### src/rtl/highscore_table_ctrl_pkg.sv
// Shared definitions for the high-score table controller: char codes, widths, FSM states, table entry.
// Pure declarations; no timing or flow control of its own.
package hs_defs;
    localparam int CHAR_A  = 10;
    localparam int CHAR_Z  = 35;
    localparam int NAME_W  = 18;
    localparam int SCORE_W = 16;

    typedef logic [5:0]         char_t;
    typedef logic [NAME_W-1:0]  name_t;
    typedef logic [SCORE_W-1:0] score_t;

    typedef enum logic [2:0] {
        IDLE   = 3'd0,
        CHECK  = 3'd1,
        ENTRY  = 3'd2,
        INSERT = 3'd3,
        DONE   = 3'd4
    } state_t;

    typedef struct packed {
        name_t  name;
        score_t score;
    } entry_t;

    localparam name_t  NAME_AAA  = {3{6'(CHAR_A)}};
    localparam entry_t ENTRY_RST = {NAME_AAA, 16'h0000};

    // Letters only: stepping wraps within A..Z and never lands on a digit code.
    function automatic char_t char_step(input char_t c, input logic up);
        if (up)
            return (c == char_t'(CHAR_Z)) ? char_t'(CHAR_A) : c + 6'd1;
        else
            return (c == char_t'(CHAR_A)) ? char_t'(CHAR_Z) : c - 6'd1;
    endfunction
endpackage

### src/rtl/highscore_table_ctrl_if.sv
// Control pulses in, table/preview words out, for the high-score controller.
// Pulse-based, no backpressure: anything arriving outside its accepting state is dropped.
interface highscore_table_ctrl_if;
    import hs_defs::*;

    logic        game_over;
    score_t      final_score;
    logic        table_clear;
    logic        btn_up;
    logic        btn_down;
    logic        btn_confirm;
    logic [31:0] name1, name2, name3;
    logic [31:0] score1, score2, score3;
    name_t       edit_name;
    logic [1:0]  cursor;
    logic        entering;
    logic [1:0]  rank;
    logic        done;

    modport master (
        output game_over, final_score, table_clear, btn_up, btn_down, btn_confirm,
        input  name1, name2, name3, score1, score2, score3,
        input  edit_name, cursor, entering, rank, done
    );

    modport slave (
        input  game_over, final_score, table_clear, btn_up, btn_down, btn_confirm,
        output name1, name2, name3, score1, score2, score3,
        output edit_name, cursor, entering, rank, done
    );
endinterface

### src/rtl/highscore_table_ctrl_rank_compare.sv
// Ranks a candidate BCD score against the three stored scores; ties do not displace.
// Purely combinational, no backpressure.
module hs_rank_compare
    import hs_defs::*;
(
    input  score_t     cand,
    input  score_t     s1,
    input  score_t     s2,
    input  score_t     s3,
    output logic [1:0] rank
);
    // Plain unsigned compare orders packed BCD correctly digit by digit.
    always_comb begin
        if (cand > s1)      rank = 2'd1;
        else if (cand > s2) rank = 2'd2;
        else if (cand > s3) rank = 2'd3;
        else                rank = 2'd0;
    end
endmodule

### src/rtl/highscore_table_ctrl.sv
// Top-3 high-score table with 3-letter initials entry; game_over to ENTRY in 2 cycles, done 1 cycle after INSERT.
// No backpressure: pulses are only honoured in their accepting state, otherwise dropped.
module highscore_table_ctrl
    import hs_defs::*;
(
    input  logic                   clock,
    input  logic                   reset,
    highscore_table_ctrl_if.slave  hs
);
    state_t     state, state_nxt;
    entry_t     ent1, ent2, ent3;
    entry_t     new_ent;
    score_t     cand;
    name_t      edit_name_q;
    logic [1:0] cursor_q;
    logic [1:0] rank_q;
    logic [1:0] rank_c;
    char_t      cur_char;
    char_t      new_char;
    logic       step_vld;

    hs_rank_compare u_rank (
        .cand (cand),
        .s1   (ent1.score),
        .s2   (ent2.score),
        .s3   (ent3.score),
        .rank (rank_c)
    );

    always_ff @(posedge clock or posedge reset) begin
        if (reset) state <= IDLE;
        else       state <= state_nxt;
    end

    always_comb begin
        state_nxt = state;
        case (state)
            IDLE:   if (hs.game_over) state_nxt = CHECK;
            CHECK:  state_nxt = (rank_c == 2'd0) ? DONE : ENTRY;
            ENTRY:  if (hs.btn_confirm && cursor_q == 2'd0) state_nxt = INSERT;
            INSERT: state_nxt = DONE;
            DONE:   state_nxt = IDLE;
            default: state_nxt = IDLE;
        endcase
    end

    always_comb begin
        hs.entering = (state == ENTRY);
        hs.done     = (state == DONE);
    end

    always_comb begin
        case (cursor_q)
            2'd2:    cur_char = edit_name_q[17:12];
            2'd1:    cur_char = edit_name_q[11:6];
            default: cur_char = edit_name_q[5:0];
        endcase
    end

    assign step_vld = hs.btn_up ^ hs.btn_down;
    assign new_char = char_step(cur_char, hs.btn_up);
    assign new_ent  = {edit_name_q, cand};

    always_ff @(posedge clock or posedge reset) begin
        if (reset) begin
            ent1        <= ENTRY_RST;
            ent2        <= ENTRY_RST;
            ent3        <= ENTRY_RST;
            cand        <= '0;
            edit_name_q <= NAME_AAA;
            cursor_q    <= 2'd2;
            rank_q      <= 2'd0;
        end else begin
            case (state)
                IDLE: begin
                    if (hs.game_over) begin
                        cand <= hs.final_score;
                    end else if (hs.table_clear) begin
                        ent1 <= ENTRY_RST;
                        ent2 <= ENTRY_RST;
                        ent3 <= ENTRY_RST;
                    end
                end
                CHECK: begin
                    rank_q <= rank_c;
                    if (rank_c != 2'd0) begin
                        edit_name_q <= NAME_AAA;
                        cursor_q    <= 2'd2;
                    end
                end
                ENTRY: begin
                    // Confirm wins over up/down, so a combined press never edits the char.
                    if (hs.btn_confirm) begin
                        if (cursor_q != 2'd0) cursor_q <= cursor_q - 2'd1;
                    end else if (step_vld) begin
                        case (cursor_q)
                            2'd2:    edit_name_q[17:12] <= new_char;
                            2'd1:    edit_name_q[11:6]  <= new_char;
                            default: edit_name_q[5:0]   <= new_char;
                        endcase
                    end
                end
                INSERT: begin
                    case (rank_q)
                        2'd1: begin
                            ent3 <= ent2;
                            ent2 <= ent1;
                            ent1 <= new_ent;
                        end
                        2'd2: begin
                            ent3 <= ent2;
                            ent2 <= new_ent;
                        end
                        2'd3:    ent3 <= new_ent;
                        default: ;
                    endcase
                end
                DONE:    rank_q <= 2'd0;
                default: ;
            endcase
        end
    end

    assign hs.name1     = {14'b0, ent1.name};
    assign hs.name2     = {14'b0, ent2.name};
    assign hs.name3     = {14'b0, ent3.name};
    assign hs.score1    = {16'b0, ent1.score};
    assign hs.score2    = {16'b0, ent2.score};
    assign hs.score3    = {16'b0, ent3.score};
    assign hs.edit_name = edit_name_q;
    assign hs.cursor    = cursor_q;
    assign hs.rank      = rank_q;
endmodule
### src/flat_wrapper.sv
// flat-port wrapper written by rule: the top's interface ports become plain ports
module highscore_table_ctrl_flat import hs_defs::*;
  (clock, reset, hs_game_over, hs_final_score, hs_table_clear, hs_btn_up, hs_btn_down, hs_btn_confirm, hs_name1, hs_name2, hs_name3, hs_score1, hs_score2, hs_score3, hs_edit_name, hs_cursor, hs_entering, hs_rank, hs_done);
  highscore_table_ctrl_if hs_i ();
  input  logic clock;
  input  logic reset;
  input wire logic [$bits(hs_i.game_over)-1:0] hs_game_over;
  input wire logic [$bits(hs_i.final_score)-1:0] hs_final_score;
  input wire logic [$bits(hs_i.table_clear)-1:0] hs_table_clear;
  input wire logic [$bits(hs_i.btn_up)-1:0] hs_btn_up;
  input wire logic [$bits(hs_i.btn_down)-1:0] hs_btn_down;
  input wire logic [$bits(hs_i.btn_confirm)-1:0] hs_btn_confirm;
  output wire logic [$bits(hs_i.name1)-1:0] hs_name1;
  output wire logic [$bits(hs_i.name2)-1:0] hs_name2;
  output wire logic [$bits(hs_i.name3)-1:0] hs_name3;
  output wire logic [$bits(hs_i.score1)-1:0] hs_score1;
  output wire logic [$bits(hs_i.score2)-1:0] hs_score2;
  output wire logic [$bits(hs_i.score3)-1:0] hs_score3;
  output wire logic [$bits(hs_i.edit_name)-1:0] hs_edit_name;
  output wire logic [$bits(hs_i.cursor)-1:0] hs_cursor;
  output wire logic [$bits(hs_i.entering)-1:0] hs_entering;
  output wire logic [$bits(hs_i.rank)-1:0] hs_rank;
  output wire logic [$bits(hs_i.done)-1:0] hs_done;
  assign hs_i.game_over = hs_game_over;
  assign hs_i.final_score = hs_final_score;
  assign hs_i.table_clear = hs_table_clear;
  assign hs_i.btn_up = hs_btn_up;
  assign hs_i.btn_down = hs_btn_down;
  assign hs_i.btn_confirm = hs_btn_confirm;
  assign hs_name1 = hs_i.name1;
  assign hs_name2 = hs_i.name2;
  assign hs_name3 = hs_i.name3;
  assign hs_score1 = hs_i.score1;
  assign hs_score2 = hs_i.score2;
  assign hs_score3 = hs_i.score3;
  assign hs_edit_name = hs_i.edit_name;
  assign hs_cursor = hs_i.cursor;
  assign hs_entering = hs_i.entering;
  assign hs_rank = hs_i.rank;
  assign hs_done = hs_i.done;
  highscore_table_ctrl u_core (.clock(clock), .reset(reset), .hs(hs_i));
endmodule
### config.mk
export PLATFORM = sky130hd
export DESIGN_NAME = highscore_table_ctrl_flat
export DESIGN_NICKNAME = d
export VERILOG_FILES = /design/src/rtl/highscore_table_ctrl_pkg.sv /design/src/rtl/highscore_table_ctrl_if.sv /design/src/rtl/highscore_table_ctrl_rank_compare.sv /design/src/rtl/highscore_table_ctrl.sv /design/src/flat_wrapper.sv
export SDC_FILE = /design/constraint.sdc
export NUM_CORES = 1
export LEC_CHECK = 0
export ABC_AREA = 1
export BUFFER_PORTS_ARGS = -buffer_cell sky130_fd_sc_hd__buf_2
export CAP_MARGIN = 30
export CORE_UTILIZATION = 40
export DETAILED_ROUTE_END_ITERATION = 6
export PLACE_DENSITY_LB_ADDON = 0.08
export SLEW_MARGIN = 20
export SYNTH_ARGS = -nofsm -noshare
export SYNTH_HDL_FRONTEND = slang
export SYNTH_HIERARCHICAL = 1
export SYNTH_SLANG_ARGS = --single-unit
export TNS_END_PERCENT = 100
### constraint.sdc
create_clock -name clock -period 5.85 [get_ports clock]
set_input_delay 0.2925 -clock clock [delete_from_list [all_inputs] [get_ports clock]]
set_output_delay 0.2925 -clock clock [all_outputs]
set_load 0.01 [all_outputs]
; Yosys cells after proc, flatten, opt, wreduce, memory -nomap -nowiden
; Index checks and enable logic that the tools add are counted.
[word_totals]
register_bits = 143
latchBits = 0
ramBits = 0
mem_bits_ro = 0
inputBits = 23
out_inout_bits = 216
elab_cells = 97
n_memories = 0
[op_classes]
n_addsub = 3
mul = 0
div = 0
n_lt_le_gt_ge = 3
n_eq_ne = 26
shift = 0
n_mux = 31
n_bitwise = 1
n_reduce_logical = 20
[op_table]
columns = cell, n
row1 = $pmux W34 S2, 5
row2 = $mux W34, 3
row3 = $mux W18, 3
row4 = $gt A16 B16 Y1, 3
row5 = $mux W6, 6
row6 = $pmux W18 S2, 1
row7 = $reduce_and A4 Y1, 4
row8 = $reduce_and A5 Y1, 3
row9 = $ne A2 B1 Y1 const B, 7
row10 = $mux W2, 6
row11 = $ne A2 B2 Y1 const B, 6
row12 = $pmux W3 S4, 1
row13 = $pmux W6 S2, 1
row14 = $reduce_bool A2 Y1, 5
row15 = $mux W3, 3
row16 = $pmux W2 S2, 2
row17 = $add A6 B1 Y6 const B, 1
row18 = $eq A2 B2 Y1 const B, 3
row19 = $eq A3 B2 Y1 const B, 2
row20 = $eq A6 B4 Y1 const B, 1
row21 = $eq A6 B6 Y1 const B, 1
row22 = $sub A6 B1 Y6 const B, 1
row23 = $eq A2 B1 Y1 const B, 2
row24 = $logic_not A2 Y1, 2
row25 = other kinds (10), 12

; Depth between registers and ports, before layout
[logic_depth]
ltp_word = 9
mapped_depth = 24
depth_no_buf = 24

; Hierarchy
; The synthesis kept the hierarchy.
[by_module_without_submodules]
columns = module, instances, cells_each, area_each_um2, seq_area_each_um2
row1 = highscore_table_ctrl, 1, 883, 7350.8, 3609.7
row2 = hs_rank_compare, 1, 219, 1326.3, 0.0

; Worst setup path before layout
; Ideal clock, no wire load.
[synth_path]
path_type = reg2reg
from = register u_core.cursor_q[1] (netlist: u_core/hs.cursor[1])
to = register u_core.edit_name_q[10] (netlist: u_core/hs.edit_name[10])
setup_ns = 0.119
t_arrival_ns = 2.162
t_required_ns = 5.731
slack_ns = 3.570
stages_incl_launch_ff = 15
path_buffers = 1
synth_period_minus_slack_ns = 2.280
path_cell_list = dfstp_2 > inv_1 > ha_1 > buf_4 > inv_4 > nand2_1 > nand2_1 > inv_1 > ha_1 > nand3_1 > or2_2 > nand3_1 > nand2_1 > nand3_1 > nand2_1
[synth_between]
elab_chain_cells = 9
elab_cells_between_ends = 16
cone_classes = 2 x add/sub / 5 x eq/ne / 8 x mux / 1 x reduce/logical
[synth_lines]
columns = item, line
row1 = start: declaration, highscore_table_ctrl.sv:15  ; logic [1:0] cursor_q;
row2 = start signal: assignment, highscore_table_ctrl.sv:94  ; if (cursor_q != 2'd0) cursor_q <= cursor_q - 2'd1;
row3 = $eq A2 B1 Y1 or $eq A2 B2 Y1 (tied branches), "highscore_table_ctrl.sv:53, highscore_table_ctrl.sv:96"
row4 = $pmux W6 S2, highscore_table_ctrl.sv:53  ; case (cursor_q)
row5 = $sub A6 B1 Y6 (tied with other cells), highscore_table_ctrl_pkg.sv:34  ; return (c == char_t'(CHAR_A)) ? char_t'(CHAR_Z) : c - 6'd1;
row6 = $mux W6 (on tied branches), "highscore_table_ctrl_pkg.sv:34, highscore_table_ctrl_pkg.sv:32"
row7 = $mux W6, highscore_table_ctrl_pkg.sv:31  ; if (up)
row8 = $mux W6, highscore_table_ctrl.sv:96  ; case (cursor_q)
row9 = $mux W18, highscore_table_ctrl.sv:95  ; end else if (step_vld) begin
row10 = $mux W18, highscore_table_ctrl.sv:93  ; if (hs.btn_confirm) begin
row11 = $pmux W18 S2, highscore_table_ctrl.sv:74  ; case (state)
row12 = end signal: assignment, highscore_table_ctrl.sv:98  ; 2'd1: edit_name_q[11:6] <= new_char;
row13 = end: declaration, highscore_table_ctrl.sv:14  ; name_t edit_name_q;
; Parallel ways exist; a longest one is shown, timed or not. The select of a mux whose other input is x is not followed.
; A chain may end at the register's enable or synchronous reset.

; Worst setup path in the final report
[layout_path]
from = register u_core.cursor_q[1] (netlist: u_core/hs.cursor[1])
to = register u_core.edit_name_q[16] (netlist: u_core/hs.edit_name[16])
[layout_between]
elab_chain_cells = 9
elab_cells_between_ends = 16
cone_classes = 2 x add/sub / 5 x eq/ne / 8 x mux / 1 x reduce/logical
[layout_lines]
columns = item, line
row1 = $eq A2 B1 Y1 or $eq A2 B2 Y1 (tied branches), "highscore_table_ctrl.sv:53, highscore_table_ctrl.sv:96"
row2 = $pmux W6 S2, highscore_table_ctrl.sv:53
row3 = $sub A6 B1 Y6 (tied with other cells), highscore_table_ctrl_pkg.sv:34
row4 = $mux W6 (on tied branches), "highscore_table_ctrl_pkg.sv:34, highscore_table_ctrl_pkg.sv:32"
row5 = $mux W6, highscore_table_ctrl_pkg.sv:31
row6 = $mux W6, highscore_table_ctrl.sv:96
row7 = $mux W18, highscore_table_ctrl.sv:95
row8 = $mux W18, highscore_table_ctrl.sv:93
row9 = $pmux W18 S2, highscore_table_ctrl.sv:74
row10 = end signal: assignment, highscore_table_ctrl.sv:97  ; 2'd2: edit_name_q[17:12] <= new_char;
; Parallel ways exist; a longest one is shown, timed or not. The select of a mux whose other input is x is not followed.

==> results.yml <==
logic_synthesis:
  synth_commonest_cells: "289 x nand2_1, 118 x dfrtp_1, 114 x inv_1, 108 x o21ai_0, 91 x buf_4"
  ys_ff_latch: 143
  syn-cell-area_mm2: 0.00868
  syn_avg_cell_area_um2: 7.87
  synth_edf_count: 0
  yosysTopAreaCell: "dfrtp_1"
  syn_inst: 1102
  synthArstFlopShare: 1.00
  synth_area_leaders: "dfrtp_1 34%, nand2_1 13%, ha_1 8.4%, buf_4 7.9%, dfstp_2 7.6%"
  yosys_warnings: 6
  yosysUniqueCellTypes: 41
  yosysMostFrequentCell: "nand2_1"
  yosysSeqAreaShare: 0.416
  synth_ff_type: "dfrtp_1"
  synth.top_cell.area_share: 0.340
drt:
  via_per_inst: 4.77
  first_pass_iters: 5
  drt_wl_total_um: 24400
  drt.antenna.violating_nets: 0
  drt_iter0_markers: 449
  vias: 7303
  wl_per_cell_um: 16.0
  route.detailed.drc: 0
critical_path:
  cp_max_fo: 10
  required_ns: 6.16
  cp_slowest_stage_delay_ns: 0.56
  cp.arrival_ns: 3.10
  cp_slowest_cell: "dfstp_2"
  critPathKind: "flip-flop to flip-flop"
  crit_path_frequent_cell: "nand2_1"
  worst-path-buf-inv: 3
  crit_chain: "inv_1 -> ha_1 -> inv_4 -> nand2_1 -> nand2_1 -> inv_1 -> ha_1 -> nand3_1 -> or2_2 -> nand3_1 -> nand2_1 -> nand3_1 -> nand2_1"
  critical-path-top-delay-family: "simple AND/OR/NAND/NOR gates"
  start_kind: "flip-flop"
  crit_path_end_kind: "flip-flop"
layout:
  final_cell_area_mm2: 0.00992
  drive_gt1_frac: 0.204
  antennaDiodeCount: 0
  final_nets: 1323
  multi_input_area_mm2: 0.00406
  fillCellCount: 2202
  synthToLayoutAreaGrowth_pct: 14.4
  seq_area_mm2: 0.00361
timing:
  period_needed_ns: 2.79
  slew_viol_final: 0
  clock_skew_ns: 0.00739
  rsz0062_at_grt: "false"
  hold_viol_final: 0
  finalWorstSetupSlack_ns: 3.06
  finalSetupTns_ns: 0
  relSlewSlack: 0.516
  worst_pin_slew_ns: 0.724
  period_share: 0.477
  setup_violations: 0
  max_freq_ghz: 0.359
clock_tree:
  clock_latency_ns: 0.43
  path_clk_slew_ns: 0.06
  cts_max_path_buffers: 2
  numCtsBuffers: 17
  ctsRootBufferMaster: "clkbuf_16"
  htreeDepth: 4
  post_cts.repair.setup_buffers: 0
  post_cts_resized: 0
  cts.sinks: 143
  cts_tree: "done"
global_route:
  grt_pass1_wl_um: 38400
  grt_max_degree: 77
  grt_usage: 0.226
  grt-ovfl-total: 0
  antenna_found_initial: 0
  grt_pass1_vias: 6991
floorplanning:
  rows: 53
  core-area_mm2: 0.0212
  die_x_um: 149
  fp.dieH_um: 149
  design.portCount: 239
  initial_core_util: 0.410
  fp.dieArea_mm2: 0.0223
flow_run:
  drv_cap: 0
power:
  p_leak_nw: 5.04
  vdd_drop_max_mv: 0.336
  p_per_area_mw_per_mm2: 598
  total_power_mw: 5.93
place:
  post-place-ws_ns: 3.13
  dpl_cell_area_mm2: 0.00931
  gp_congestion: 0.932
  dp_hpwl_um: 17200
  port_buffers: 148
run_status:
  status: "finished, final reports clean"
hold_path:
  hold_class: "input pin to flip-flop"
[sequential cells by signal, summed over array words and instances, names as in the netlist, 16 cells and up]
name                 flops
u_core/hs.score2        16
u_core/hs.name1         18
u_core/hs.name3         18
u_core/hs.name2         18
u_core/hs.score3        16
u_core/hs.score1        16
u_core/cand             16
u_core/hs.edit_name     18
[cell type report]
type / count / share of cell area
clock buffers: 19 / 0.0479
clock inverters: 13 / 0.0105
inverters: 129 / 0.0503
multi-input cells: 794 / 0.409
flip-flops and latches: 143 / 0.364
well taps: 275 / 0.0347
repair buffers: 157 / 0.0837
[final timing paths]
path,from,endpoint,slack [ns],depth (start not counted)
setup / recovery,u_core/hs.cursor[1],u_core/hs.edit_name[16],3.06,13
hold / removal,hs_final_score[9],u_core/cand[9],0.11,3
setup reg to reg,u_core/hs.cursor[1],u_core/hs.edit_name[16],3.06,13
hold reg to reg,u_core/hs.name3[14],u_core/hs.name3[14],0.49,2
max in group asynchronous,reset,u_core/hs.name2[9],4.22,5
min in group asynchronous,reset,u_core/hs.name1[5],0.53,3
[routing by layer]
metal	wire, um	share of wire	up-vias	GRT usage
met5	0	0	-	0
met4	336	0.014	0	0.0628
met3	1290	0.053	24	0.0346
met2	11500	0.47	227	0.368
met1	11300	0.46	3419	0.310
li1	-	-	3633	-
[placed cells by master, fill, tap and decap left out, types with 10 or more instances in the layout]
cell type	count
a21oi_1	55
inv_1	113
nand2_1	289
o21ai_0	108
nor2_1	59
buf_2	148
dfstp_2	25
conb_1	90
clkbuf_16	19
o21ai_1	40
nand3_1	29
dfrtp_1	118
inv_2	10
ha_1	56
[per-stage QoR]
step,instances,utilization,hold WS (ns)
final,1530,0.469,0.114
after detailed placement,1496,0.440,0.461
after global routing,1530,0.469,0.115
after floorplan,1191,-,0.451
after global placement,1496,0.440,0.466
after CTS,1529,0.468,0.0988
[report_power, final]
group / internal (mW) / total [mW] / switching, mW
Combinational: 1.04 / 3.01 / 1.97
Clock: 0.634 / 1.08 / 0.445
Sequential: 1.43 / 1.84 / 0.411
[cells by family (layout without fill, tap and decap cells)]
kind of cell	count (synthesis)	after routing	share of synthesized area
buffers and inverters	254	318	0.156
adder cells (fa/ha/maj)	58	58	0.0836
AO/OA/AOI/OAI	226	226	0.138
AND/OR/NAND/NOR	408	408	0.194
other	1	90	0.000432
flip-flops	143	143	0.416
multiplexers	8	8	0.00923
XOR/XNOR	4	4	0.00404
[timing repair]
| item | CTS | global route |
|---|---|---|
| hold buffers | 1 | 0 |
| hold endpoints to repair | 1 | 0 |
| setup endpoints to repair | 0 | 0 |
[worst min-delay path, cell delays in order]
cell and delay (ns):
buf_2 0.07, nor2_1 0.03, a21oi_1 0.10
No activity file was read; power rests on OpenSTA's default activity.
